File: config.mk
export PLATFORM = sky130hd
export DESIGN_NAME = pmipsl_fetch_unit
export DESIGN_NICKNAME = d
export VERILOG_FILES = /design/src/rtl/pmipsl_fetch_unit.sv
export SDC_FILE = /design/constraint.sdc
export NUM_CORES = 1
export LEC_CHECK = 0
export CAP_MARGIN = 20
export CORE_MARGIN = 2
export CORE_UTILIZATION = 47
export CTS_CLUSTER_SIZE = 10
export DETAILED_ROUTE_END_ITERATION = 6
export PLACE_DENSITY = 0.84
export SLEW_MARGIN = 15
export SYNTH_ARGS = -nofsm -noshare
export SYNTH_HDL_FRONTEND = slang
export SYNTH_SLANG_ARGS = --single-unit
File: constraint.sdc
create_clock -name clock -period 2.9 [get_ports clock]
set_clock_uncertainty 0.1 [all_clocks]
set_input_delay 0.58 -clock clock [delete_from_list [all_inputs] [get_ports clock]]
set_output_delay 0.58 -clock clock [all_outputs]
set_load 0.1 [all_outputs]
File: src/rtl/pmipsl_fetch_unit.sv
// Instruction-fetch front end: PC sequencer, req/ack imem port, DEPTH-entry instruction buffer.
// Latency: first request 1 cycle after reset release; with 0-wait memory an instruction reaches decode 2 cycles after release.
// Backpressure: decode stalls via idready=0; a full buffer parks the sequencer in HOLD with no request outstanding.
//
// Ports:
//   clock, reset               rising-edge clock, asynchronous active-high reset
//   imemaddr/imemreq           fetch address and request, held stable until imemack
//   imemrdata/imemack          returned instruction and completion strobe
//   redirect/redirectaddr      taken branch/jump: flush buffer and reload PC
//   idvalid/idinstr/idpcplus   head of buffer towards decode (idpcplus = PC+INC of that instruction)
//   idready                    decode consumes the head this cycle
//   bufcount                   occupied buffer entries
module pmipsl_fetch_unit #(
  parameter int              AW       = 16,
  parameter int              IW       = 17,
  parameter int              INC      = 2,
  parameter int              DEPTH    = 2,
  parameter logic [AW-1:0]   RESET_PC = '0
) (
  input  logic                     clock,
  input  logic                     reset,
  output logic [AW-1:0]            imemaddr,
  output logic                     imemreq,
  input  logic [IW-1:0]            imemrdata,
  input  logic                     imemack,
  input  logic                     redirect,
  input  logic [AW-1:0]            redirectaddr,
  output logic                     idvalid,
  output logic [IW-1:0]            idinstr,
  output logic [AW-1:0]            idpcplus,
  input  logic                     idready,
  output logic [$clog2(DEPTH):0]   bufcount
);

  localparam int              PW   = $clog2(DEPTH);
  localparam int              CW   = PW + 1;
  localparam logic [CW-1:0]   FULL = CW'(DEPTH);
  localparam logic [AW-1:0]   STEP = AW'(INC);

  typedef enum logic [1:0] {IDLE, FETCH, HOLD, DROP} state_t;

  state_t          state, state_nxt;
  logic [AW-1:0]   pc, pc_nxt, pcplus;
  logic [AW-1:0]   dropaddr;
  logic [CW-1:0]   count, count_nxt;
  logic [PW-1:0]   wptr, rptr;
  logic            push, pop;

  logic [IW-1:0]   instr_q [DEPTH];
  logic [AW-1:0]   pcp_q   [DEPTH];

  assign pcplus = pc + STEP;  // wraps modulo 2^AW

  // Redirect wins over everything: an ack in a redirect cycle carries a
  // wrong-path instruction, and the head being popped is wrong-path too.
  assign push = (state == FETCH) && imemack && !redirect;
  assign pop  = idvalid && idready && !redirect;

  always_comb begin
    count_nxt = count;
    if (redirect) begin
      count_nxt = '0;
    end else begin
      count_nxt = count + CW'(push) - CW'(pop);
    end
  end

  always_comb begin
    state_nxt = state;
    pc_nxt    = pc;
    case (state)
      IDLE:  state_nxt = FETCH;
      FETCH: begin
        if (redirect) begin
          // Without an ack the old request is still in flight and must be drained.
          state_nxt = imemack ? FETCH : DROP;
        end else if (push && (count_nxt == FULL)) begin
          state_nxt = HOLD;
        end
      end
      HOLD: begin
        if (redirect || (count_nxt != FULL)) begin
          state_nxt = FETCH;
        end
      end
      DROP: begin
        // The ack retires the stale request; its data is never pushed. A
        // further redirect only moves the PC and the drain continues.
        if (imemack) begin
          state_nxt = FETCH;
        end
      end
      default: state_nxt = IDLE;
    endcase

    if (redirect) begin
      pc_nxt = redirectaddr;
    end else if (push) begin
      pc_nxt = pcplus;
    end
  end

  always_ff @(posedge clock or posedge reset) begin
    if (reset) begin
      state    <= IDLE;
      pc       <= RESET_PC;
      dropaddr <= RESET_PC;
      count    <= '0;
      wptr     <= '0;
      rptr     <= '0;
    end else begin
      state <= state_nxt;
      pc    <= pc_nxt;
      count <= count_nxt;
      // DROP keeps presenting the address of the abandoned request so the
      // memory sees a stable request until it acknowledges.
      if ((state == FETCH) && redirect && !imemack) begin
        dropaddr <= pc;
      end
      if (redirect) begin
        wptr <= '0;
        rptr <= '0;
      end else begin
        if (push) begin
          wptr <= wptr + PW'(1);
        end
        if (pop) begin
          rptr <= rptr + PW'(1);
        end
      end
    end
  end

  // Storage needs no reset: entries are only visible once count covers them.
  always_ff @(posedge clock) begin
    if (push) begin
      instr_q[wptr] <= imemrdata;
      pcp_q[wptr]   <= pcplus;
    end
  end

  assign imemreq  = (state == FETCH) || (state == DROP);
  assign imemaddr = (state == DROP) ? dropaddr : pc;
  assign idvalid  = (count != '0);
  assign idinstr  = idvalid ? instr_q[rptr] : '0;
  assign idpcplus = idvalid ? pcp_q[rptr] : '0;
  assign bufcount = count;

endmodule

==> key figures <==
Layout
  • Most frequent cells in the layout: edfxtp_1, buf_12, clkdlybuf4s50_1
  • Fillers: 694
  • Final instance area: 6645 um2
  • Register Area: roughly 3000 um2
  • Antenna Diode Count: 0
  • Commonest non-fill, non-tap cell in the layout: edfxtp_1
  • Area delta synth->final: 40.76%
  • Area of the multi-input gates: around 1800 um2
  • Nets: ~480
  • Share of final-layout standard cells stronger than drive strength 1: 0.3616

Setup path
  • Crit path DAT: roughly 2.0 ns
  • CP startpoint kind: flop
  • Worst setup EP type: primary output
  • Worst endpoint required time: ~2.2 ns
  • Reg-to-Reg End: state[1]
  • CP Max Fanout: 16
  • Family with the most delay on the worst path: simple AND/OR/NAND/NOR gates
  • Cell count along the critical path: 3
  • R2R cell count: 10
  • Worst Path Buf+Inv: 1
  • CP cell instances: nand2_1 -> mux2_2 -> buf_12
  • Worst Setup SP: state[0]
  • Max incr delay on CP: around 0.54 ns
  • Slowest cell on the critical path: nand2_1
  • Crit Path Class: reg2out
  • Reg2reg start: state[0]
  • Flop2flop setup slack: between 0.7 and 0.8 ns

Pwr
  • Pwr Density: 723.9 nW/um2
  • Peak supply drop: between 0.5 and 0.6 mV
  • P_leak: 0.002415 uW

STA
  • Slew headroom: 0.5450
  • Final setup fails: 0
  • Min Tclk post-route: between 2 and 3 ns
  • Max-slew violations: 0
  • RSZ-0062 raised after global routing: false
  • Crit share post-route: 0.9148
  • Setup_tns: 0 ns
  • Max frequency: about 380 MHz
  • Least-Margin Pin Slew: about 0.68 ns
  • Final hold violation count: 0

Clock network
  • Post-CTS Hold Buffers: 0
  • Longest Clk Path Bufs: 2
  • H-tree levels: 3
  • Clock-pin slew on the worst setup and hold paths: 0.10 ns
  • Sink Count: ~100
  • # resized after CTS: 0
  • Worst-skew pair later-pin latency: about 0.36 ns
  • Buffers inserted by post-CTS timing repair: 0
  • Root buf cell: clkbuf_8
  • TritonCTS buffer count: 9
  • CTS tree: done

Die
  • Initial core utilization: 0.4830
  • Die X: 104.2 um
  • Die H: between 100 and 150 um
  • I/O pin cnt: 91
  • Total core area: between 9000 and 10000 um2
  • Die ar.: around 11000 um2
  • Row count: 36

Detailed routing
  • DRC: 0
  • Total Wirelength: between 9000 and 10000 um
  • Routed Antenna Nets: 0
  • Wire per inst: between 15 and 20 um
  • Drt first pass iters: 4
  • Iter 0 DRT Violations: ~110
  • Vias per inst: 5.117
  • Via count: between 2000 and 3000

GRT
  • First-pass GRT wire length: about 15000 um
  • Initial antenna violation count: 0
  • GRT Util Overall: 0.1769
  • GRT Residual Overflow: 0
  • Largest net degree at the start of global routing: 39
  • Vias in the first global route: between 3000 and 4000

Logic synthesis
  • Synthesized cell area: approximately 4700 um2
  • Flops & latches, synth: 104
  • Post-Synthesis Cells: about 350
  • Post-synth EDFFs: 66
  • Post-synthesis adder-cell area fraction: 0.007951
  • Simple-gate share of the synthesized area: 0.1076
  • Syn Area/Cell: between 10 and 15 um2
  • Largest family of logic cells by synthesized area: multiplexers
  • Post-Syn Nets: between 300 and 400
  • Post-Synth XOR/XNOR Area: 0.05380
  • Top FF cell, synth: edfxtp_1
  • Mux cell area share after synthesis: 0.1532
  • Count of different cell masters after synthesis: 35
  • Sequential fraction of the synthesis area: 0.6213
  • Yosys warnings: 0
  • Post-synth ARST share: 0.3654
  • Synth Area in Compound Gates: 0.01908

Placed design
  • Area after DPL: about 6400 um2
  • Port Buffers: 90
  • DP HPWL: about 6600 um
  • RD Place Congestion: 0.8058

Min path
  • Hold crit path type: reg2reg
  • Hold Path Sink: dropaddr[0]
  • Hold depth: 1
  • Worst hold start: dropaddr[0]

Job
  • Max-Cap Viols: 0

Outcome
  • Status: finished clean
report_power, final:
group	internal [uW]	switching (uW)
registers	1720	117
logic	758	1320
clock network	398	493
cell type report:
| class | count | area share |
|---|---|---|
| Multi-Input combinational cell | 217 | 0.2709 |
| Inverter | 10 | 0.006214 |
| Sequential cell | 104 | 0.4419 |
| Timing Repair Buffer | 101 | 0.2259 |
| Clock inverter | 4 | 0.004896 |
| Tap cell | 133 | 0.02504 |
| Clock buffer | 12 | 0.02504 |
worst max path at each step:
stage	endpoint	slack, ns
after global routing	imemaddr[8]	0.14
after floorplan	instr_q[0][0]	0.01
after global placement	state[1]	0.46
final	imemaddr[9]	0.25
after CTS	imemaddr[8]	0.23
after detailed placement	state[1]	0.37
worst register-to-register path, delay by kind of cell (launching register included):
| family | cells | cell delay [ns] |
|---|---|---|
| AND/OR/NAND/NOR | 5 | 0.60 |
| adder cells (fa/ha/maj) | 2 | 0.46 |
| buffers and inverters | 2 | 0.22 |
| flip-flops | 1 | 0.46 |
| XOR/XNOR | 1 | 0.22 |
synth_stat cells (all sizes together), types with 8 or more instances:
| master | n | share of area |
|---|---|---|
| buf | 12 | 0.019 |
| clkbuf | 8 | 0.0085 |
| dfrtp | 38 | 0.20 |
| edfxtp | 66 | 0.42 |
| inv | 10 | 0.0080 |
| mux2 | 34 | 0.081 |
| mux2i | 34 | 0.072 |
| nand2 | 25 | 0.020 |
| nand3 | 8 | 0.014 |
| nor2 | 51 | 0.041 |
| o21ai | 13 | 0.014 |
| xnor2 | 18 | 0.033 |
| xor2 | 11 | 0.020 |
per-stage QoR:
step                cells  utilization  setup WS, ns  power, uW  hold WS [ns]
detailed placement    565       0.6595        0.3734       3967        0.3855
global route          581       0.6799        0.1444       4985        0.4248
global placement      565       0.6595        0.4587       3925        0.3646
floorplan             352            -       0.01294       3241        0.3541
CTS                   581       0.6799        0.2273       4846        0.4092
finish                581       0.6799        0.2472       4810        0.4065
logic make-up (layout without fill, tap and decap cells):
kind of cell / count (synthesis) / after routing
AOI/OAI and AO/OA: 16 / 16
xor gates and xnor gates: 29 / 29
adders and majority gates: 3 / 3
buffers and inverters: 31 / 127
DFF: 104 / 104
muxes: 68 / 68
and+or+nand+nor: 101 / 101
state kept, by name, indices dropped and copies added (netlist names):
register and count:
instr_q 34, pcp_q 32, dropaddr 16, pc 16, bufcount 2, state 2, rptr 1, wptr 1
routing by layer:
layer | wire length (um) | GRT usage | up-vias
met1 | 4143 | 0.2379 | 1470
met2 | 4644 | 0.2909 | 80
met3 | 331 | 0.03258 | 10
li1 | - | - | 1413
met4 | 123 | 0.05985 | 0
met5 | 0 | 0 | -
(Power assumes the default switching activity.)
